File: config.mk
export PLATFORM = sky130hd
export DESIGN_NAME = uart_tx_fifo
export DESIGN_NICKNAME = d
export VERILOG_FILES = /design/src/rtl/uart_tx_fifo.sv
export SDC_FILE = /design/constraint.sdc
export NUM_CORES = 1
export LEC_CHECK = 0
export CORE_ASPECT_RATIO = 1.4
export CORE_MARGIN = 1.5
export CORE_UTILIZATION = 35
export DETAILED_ROUTE_END_ITERATION = 12
export GPL_ROUTABILITY_DRIVEN = 0
export GPL_TIMING_DRIVEN = 0
export HOLD_SLACK_MARGIN = 0.12
export PLACE_DENSITY_LB_ADDON = 0.1
export SYNTH_ARGS = -nofsm -noshare
export SYNTH_HDL_FRONTEND = slang
export SYNTH_SLANG_ARGS = --single-unit
File: constraint.sdc
create_clock -name CLK -period 4.2 [get_ports CLK]
set_clock_uncertainty 0.15 [all_clocks]
set_input_delay 0.42 -clock CLK [delete_from_list [all_inputs] [get_ports CLK]]
set_output_delay 0.42 -clock CLK [all_outputs]
set_load 0.005 [all_outputs]
File: src/rtl/uart_tx_fifo.sv
`default_nettype none
// ============================================================================
// Module  : uart_tx_fifo
// Brief   : 8N1-style UART transmitter fed by a circular write FIFO.
// Revision: 1.0 - initial release
// ============================================================================
module uart_tx_fifo #(
  parameter int CLK_FREQ  = 10,
  parameter int BAUDRATE  = 9600,
  parameter int SLOOP_MAX = CLK_FREQ * 1000 * 1000 / BAUDRATE,
  parameter int DW        = 8,
  parameter int FIFO_AW   = 4
) (
  input  logic             CLK,
  input  logic             RST,
  input  logic [DW-1:0]    din,
  input  logic             we,
  output logic             full,
  output logic [FIFO_AW:0] count,
  output logic             ovf,
  output logic             busy,
  output logic             TX
);

  localparam int c_DEPTH = 2 ** FIFO_AW;
  localparam int c_CW    = $clog2(SLOOP_MAX + 1);
  localparam int c_BW    = (DW > 1) ? $clog2(DW) : 1;

  localparam logic [c_CW-1:0]    c_SLOOP    = c_CW'(SLOOP_MAX);
  localparam logic [c_BW-1:0]    c_BLAST    = c_BW'(DW - 1);
  localparam logic [FIFO_AW:0]   c_FULL_CNT = (FIFO_AW + 1)'(c_DEPTH);

  typedef enum logic [1:0] {
    S_IDLE  = 2'd0,
    S_START = 2'd1,
    S_DATA  = 2'd2,
    S_STOP  = 2'd3
  } state_t;

  state_t              r_state, w_state_nxt;
  logic [c_CW-1:0]     r_cnt, w_cnt_nxt;
  logic [c_BW-1:0]     r_bidx, w_bidx_nxt;
  logic [DW-1:0]       r_shreg, w_shreg_nxt;
  logic                w_pop, w_wr, w_tx_nxt;
  logic [FIFO_AW-1:0]  r_wptr, r_rptr;
  logic [FIFO_AW:0]    r_count, w_count_nxt;
  logic                r_full, r_ovf, r_tx;
  logic [DW-1:0]       r_mem [c_DEPTH];

  // full is registered, so a write racing a pop on a full FIFO is dropped
  assign w_wr = we & ~r_full & ~RST;

  always_ff @(posedge CLK) begin
    if (w_wr) begin
      r_mem[r_wptr] <= din;
    end
  end

  always_comb begin
    w_state_nxt = r_state;
    w_cnt_nxt   = r_cnt;
    w_bidx_nxt  = r_bidx;
    w_shreg_nxt = r_shreg;
    w_pop       = 1'b0;
    case (r_state)
      S_IDLE: begin
        if (r_count != '0) begin
          w_pop       = 1'b1;
          w_shreg_nxt = r_mem[r_rptr];
          w_cnt_nxt   = c_SLOOP;
          w_state_nxt = S_START;
        end
      end
      S_START: begin
        if (r_cnt == '0) begin
          w_cnt_nxt   = c_SLOOP;
          w_bidx_nxt  = '0;
          w_state_nxt = S_DATA;
        end else begin
          w_cnt_nxt = r_cnt - 1'b1;
        end
      end
      S_DATA: begin
        if (r_cnt == '0) begin
          w_cnt_nxt   = c_SLOOP;
          w_shreg_nxt = r_shreg >> 1;
          if (r_bidx == c_BLAST) begin
            w_state_nxt = S_STOP;
          end else begin
            w_bidx_nxt = r_bidx + 1'b1;
          end
        end else begin
          w_cnt_nxt = r_cnt - 1'b1;
        end
      end
      S_STOP: begin
        if (r_cnt == '0) begin
          // Chain straight into the next start bit when data is waiting
          if (r_count != '0) begin
            w_pop       = 1'b1;
            w_shreg_nxt = r_mem[r_rptr];
            w_cnt_nxt   = c_SLOOP;
            w_state_nxt = S_START;
          end else begin
            w_state_nxt = S_IDLE;
          end
        end else begin
          w_cnt_nxt = r_cnt - 1'b1;
        end
      end
      default: begin
        w_state_nxt = S_IDLE;
      end
    endcase
  end

  // TX is decoded from next-state values so the line register tracks state
  always_comb begin
    w_tx_nxt = 1'b1;
    case (w_state_nxt)
      S_START: w_tx_nxt = 1'b0;
      S_DATA:  w_tx_nxt = w_shreg_nxt[0];
      default: w_tx_nxt = 1'b1;
    endcase
  end

  always_comb begin
    w_count_nxt = r_count;
    case ({w_wr, w_pop})
      2'b10:   w_count_nxt = r_count + 1'b1;
      2'b01:   w_count_nxt = r_count - 1'b1;
      default: w_count_nxt = r_count;
    endcase
  end

  always_ff @(posedge CLK) begin
    if (RST) begin
      r_state <= S_IDLE;
      r_cnt   <= '0;
      r_bidx  <= '0;
      r_shreg <= '0;
      r_wptr  <= '0;
      r_rptr  <= '0;
      r_count <= '0;
      r_full  <= 1'b0;
      r_ovf   <= 1'b0;
      r_tx    <= 1'b1;
    end else begin
      r_state <= w_state_nxt;
      r_cnt   <= w_cnt_nxt;
      r_bidx  <= w_bidx_nxt;
      r_shreg <= w_shreg_nxt;
      if (w_wr) begin
        r_wptr <= r_wptr + 1'b1;
      end
      if (w_pop) begin
        r_rptr <= r_rptr + 1'b1;
      end
      r_count <= w_count_nxt;
      r_full  <= (w_count_nxt == c_FULL_CNT);
      r_ovf   <= r_ovf | (we & r_full);
      r_tx    <= w_tx_nxt;
    end
  end

  assign full  = r_full;
  assign count = r_count;
  assign ovf   = r_ovf;
  assign busy  = (r_state != S_IDLE) || (r_count != '0);
  assign TX    = r_tx;

endmodule
`default_nettype wire

Word level (Yosys, flattened, before mapping) --
Memories as Yosys holds them, arrays and structs flattened. A register that Yosys moved wholly into a read port is not among the register bits. Index checks and enable logic that the tools add are counted.
Word-level totals: flip-flop bits (word level) 40, bits in writable memories 128, input bits 11, output and inout port bits 9, logic and storage cells 75, memories 1
Memory list:
- r_mem | words 16, bits a word 8, read ports 1, clocked after memory_dff 1, wr ports 1, RTL line 48 | logic [DW-1:0] r_mem [c_DEPTH];
Cells by class: add/subtract/negate cells 6, equality and inequality tests 13, multiplexer cells 28, bitwise operators 6, reduce and logical (&&, ||, !) cells 10
Operator list (number):
- two-way mux 11 bit | 3
- case mux 11 bit (3 select lines) | 1
- two-way mux 8 bit | 3
- case mux 8 bit (3 select lines) | 1
- zero test 11 bit | 1
- subtractor 11 x 1 -> 11 bit (second input constant) | 1
- two-way mux 2 bit | 5
- case mux 5 bit (2 select lines) | 1
- two-way mux 3 bit | 3
- adder 4 x 1 -> 4 bit (second input constant) | 2
- equality test 2 bit (second input constant) | 4
- two-way mux 4 bit | 2
- inequality test 2 bit (second input constant) | 4
- case mux 2 bit (4 select lines) | 1
- equality test 2 x 1 -> 1 bit (second input constant) | 3
- case mux 3 bit (2 select lines) | 1
- adder 5 x 1 -> 5 bit (second input constant) | 1
- equality test 5 bit (second input constant) | 1
- two-way mux 1 bit | 5
- nonzero test 5 bit | 1
- subtractor 5 x 1 -> 5 bit (second input constant) | 1
- case mux 1 bit (2 select lines) | 2
- AND reduction 4 bit | 1
- nonzero test 2 bit | 2
- 10 further kinds | 13

Logic depth before layout (Yosys ltp) --
depth in word-level cells 7, mapped depth 13, mapped depth without buffers 13

Worst setup path before layout --
OpenSTA, ideal clock, no wires.
path kind reg2reg, start point register r_state[0], end point register r_full (netlist: full), library setup time 0.116 ns, arrival 2.912 ns, data required time 3.934 ns, slack 1.022 ns, stages on the path, launching flop included 12, buffers on the path 0, clock period less this slack 3.178 ns, cells stage by stage dfxtp_1 -> ha_1 -> nor4b_2 -> a31oi_4 -> nor3_1 -> ha_1 -> and4b_1 -> o31a_2 -> o21a_1 -> a211oi_1 -> o211ai_1 -> and3_1
On the way: cells in the longest elaborated chain, start to end 5, elaborated cells on any way between the ends 7, classes of those cells 4 x eq/ne; 2 x mux; 1 x reduce/logical
RTL lines:
- start, declared | RTL line 40 | state_t r_state, w_state_nxt;
- start signal, assigned | RTL line 149 | r_state <= w_state_nxt;
- equality test 2 bit or zero test 2 bit (tied branches) | RTL line 65 | case (r_state)
- case mux 1 bit (2 select lines) (*) | RTL line 65
- equality test 2 x 1 -> 1 bit or equality test 2 bit (tied branches) | RTL line 129 | case ({w_wr, w_pop})
- case mux 5 bit (2 select lines) (*) | RTL line 129
- equality test 5 bit (*) | RTL line 160 | r_full <= (w_count_nxt == c_FULL_CNT);
- end signal, assigned | RTL line 160
- end, declared | RTL line 47 | logic r_full, r_ovf, r_tx;
Mark *: on every way between the ends. The rest lies on a longest branch, timed or not. A chain may end at the register's enable or synchronous reset.

Worst setup path in the final report --
Same ends and word-level chain as after synthesis.

==> flow_summary_export.csv <==
group,metric,value,unit
cells_and_area,fin_nets,563,
setup_path,r2r_slack,510,ps
global_routing,grt_overflow,0,
min_path,holdPathStages,3,
floorplanning,io-pin-count,20,
sta,grt_setup_unrepaired,"no",
logic_synthesis,synth_area,7390,um^2
logic_synthesis,ys_warn_count,0,
min_path,whs_endpoint,"count[4]",
global_routing,grt_pass1_vias,4464,
clock_tree,clk_latency,420,ps
cells_and_area,final_core_util,0.413,
place,dpl.hpwl,11400,um
setup_path,startpoint_type,"flop",
sta,tns,0,ps
logic_synthesis,synthCells,496,
global_routing,antenna_found_initial,0,
sta,fmax,271,MHz
clock_tree,cts-resized-gates,0,
flow_run,cap_violations,0,
clock_tree,path_clk_slew,70,ps
logic_synthesis,yosys-top-cells-area,"edfxtp_1 (52%), mux4_2 (12%), dfxtp_1 (12%)",
setup_path,crit_required,4370,ps
status,status,"finished, final reports clean",
sta,worst_slack,511,ps
clock_tree,cts_tree,"built",
floorplanning,fp.dieH,175,um
min_path,min_from,"RST",
clock_tree,cts_setup_buffers,0,
logic_synthesis,synth_nets,522,
sta,relSlewSlack,0.217,
global_routing,grt_pass1_wl,26300,um
power_and_ir_drop,seqPwrFrac,0.394,
detailed_routing,dr.pass1.iters,7,
floorplanning,core-area,20600,um^2
cells_and_area,final_layout_size_suffix_gt1_frac,0.184,
power_and_ir_drop,p_sw_frac,0.321,
power_and_ir_drop,leakage,2.78,nW
detailed_routing,wl_per_cell,21.2,um
logic_synthesis,yosysSeqAreaShare,0.639,
min_path,hold_class,"in2reg",
logic_synthesis,synth.top_cell.area_share,0.520,
logic_synthesis,yosysTopAreaCell,"edfxtp_1",
floorplanning,start_util,0.358,
clock_tree,cts_hold_buf,0,
setup_path,cp-end-kind,"flop",
detailed_routing,wirelength,17100,um
logic_synthesis,synthFlopType,"edfxtp_1",
power_and_ir_drop,ir_drop,0.277,mV
power_and_ir_drop,p_int,3.52,mW
sta,setup_viol,0,
setup_path,worst-path-max-fanout,8,
place,post-place-ws,513,ps
floorplanning,rows,62,
sta,slew_violations,0,
sta,final.period_utilization,0.878,
clock_tree,cts_max_path_buffers,2,
power_and_ir_drop,pwr-share-comb,0.310,
global_routing,grt_util_all_layers,0.164,
setup_path,path_class,"reg2reg",
place,portBuffers,18,
setup_path,r2r_cells,11,
detailed_routing,vias,4250,
logic_synthesis,synth_edf_count,128,
power_and_ir_drop,p_sw,1.67,mW
logic_synthesis,ys_ff_latch,172,
setup_path,r2r_start,"r_state[0]",
detailed_routing,drt_iter0_markers,287,
cells_and_area,num_antenna_cells,0,
global_routing,grt_max_degree,17,
sta,timing_worst_slew_pin_value,1170,ps
cells_and_area,final_cell_mix,"edfxtp_1 (128), nor2_1 (56), dfxtp_1 (44), mux4_2 (40), nand2_1 (20)",
cells_and_area,n_fill_cell,1854,
power_and_ir_drop,p_total,5.19,mW
place,place_inst,774,
sta,report.final.hold_viol_count,0,
detailed_routing,viasPerCell,5.27,
cells_and_area,mostFrequentLayoutCell,"edfxtp_1",
logic_synthesis,ys_types,63,
cells_and_area,syn_to_final_growth,15.4,%
logic_synthesis,synthArstFlopShare,0,
power_and_ir_drop,clock_power_share,0.296,
detailed_routing,drc,0,
power_and_ir_drop,power-per-cell-area,609,nW/um^2
setup_path,crit_arrival,3850,ps
clock_tree,numCtsBuffers,17,
clock_tree,h-tree-depth,4,
floorplanning,die_x,126,um
sta,min_period,3690,ps
setup_path,r2r-end,"full",
floorplanning,die_area,22000,um^2
detailed_routing,final_antenna_net_count,0,
clock_tree,cts_root_buf,"clkbuf_16",
clock_tree,cts.sinks,172,
cells_and_area,stdcell_count,806,
logic_synthesis,syn_avg_cell_area,14.9,um^2
==> critical path, cell delays in order, from the launching register on <==
cell      delay [ps]
dfxtp_1          450
ha_1             300
nor4b_2          400
a31oi_4          210
nor3_1           590
ha_1             420
and4b_1          230
o31a_2           120
o21a_1           180
a211oi_1         210
o211ai_1         130
and3_1           190
==> worst max path at each step <==
stage / endpoint / start / cells past startpoint / slack, ps
floorplan: full / r_state[0] / 11 / 1020
global placement: r_mem[2][2] / we / 6 / 70
detailed placement: full / r_state[1] / 11 / 510
CTS: full / r_state[0] / 11 / 480
global route: full / r_state[1] / 11 / 310
finish: full / r_state[0] / 11 / 510
==> layout make-up <==
class                      count  area [um^2]  area share
buffer                        25          104      0.0122
clock buffer                  19          433      0.0508
clock inverter                13          140      0.0164
inverter                      13         48.8     0.00572
multi-input combinational    286         2530       0.297
sequential                   172         4720       0.554
tap                          256          320      0.0376
timing repair buffer          22          225      0.0264
==> cell usage after synthesis, types with 2 or more instances <==
cell type / instances
or3_2: 2
and3_1: 3
nand2b_1: 4
xor2_1: 6
nand4b_1: 2
dfxtp_1: 44
nor2b_1: 2
o221ai_1: 2
or4_1: 2
a21oi_1: 19
nor4_1: 4
nand2_1: 20
inv_1: 13
nor3_1: 17
nand4_1: 3
nand3_1: 4
nor3b_1: 3
a211oi_1: 2
clkbuf_1: 16
o22ai_1: 7
mux4_2: 40
or3_1: 5
buf_2: 8
a22oi_1: 8
a21o_1: 3
o21ai_0: 11
mux2i_1: 11
xnor2_1: 4
edfxtp_1: 128
nor2_1: 56
ha_1: 15
==> logic make-up after synthesis <==
kind of cell | count (synthesis) | synth area share
AOI/OAI and AO/OA | 69 | 0.0649
adders and majority gates | 15 | 0.0254
buffers and inverters | 38 | 0.0207
xor gates and xnor gates | 10 | 0.0119
and+or+nand+nor | 141 | 0.101
muxes | 51 | 0.137
DFF | 172 | 0.639
==> stage by stage <==
stage / area, um^2 / hold WS, ps
floorplan: 7390 / 300
global placement: 7890 / 306
detailed placement: 7960 / 311
CTS: 8530 / 275
global route: 8530 / 314
finish: 8530 / 300
==> state kept, by name, indices dropped and copies added (netlist names), named ones only <==
name and count:
r_mem 128, count 5, full 1, ovf 1, r_wptr 4, r_bidx 3
r_rptr 4, r_shreg 8, TX 1, r_cnt 11, r_state 2
==> power by group through the flow <==
stage	clock network (mW)	logic, mW	registers, mW
final	1.53	1.61	2.05
after global routing	1.65	1.78	2.06
after CTS	1.58	1.64	2.05
after detailed placement	0	1.63	2.08
after global placement	0	1.60	2.08
after floorplan	0	1.20	2.06
==> metal layers <==
| metal | GRT usage | vias up | share of wire | wire length [um] |
|---|---|---|---|---|
| met2 | 0.315 | 51 | 0.57 | 9770 |
| li1 | - | 2022 | - | - |
| met5 | 0 | - | 0 | 0 |
| met4 | 0.0551 | 0 | 0.011 | 180 |
| met1 | 0.181 | 2165 | 0.39 | 6730 |
| met3 | 0.0300 | 12 | 0.023 | 395 |
No activity file was read; power rests on OpenSTA's default activity.
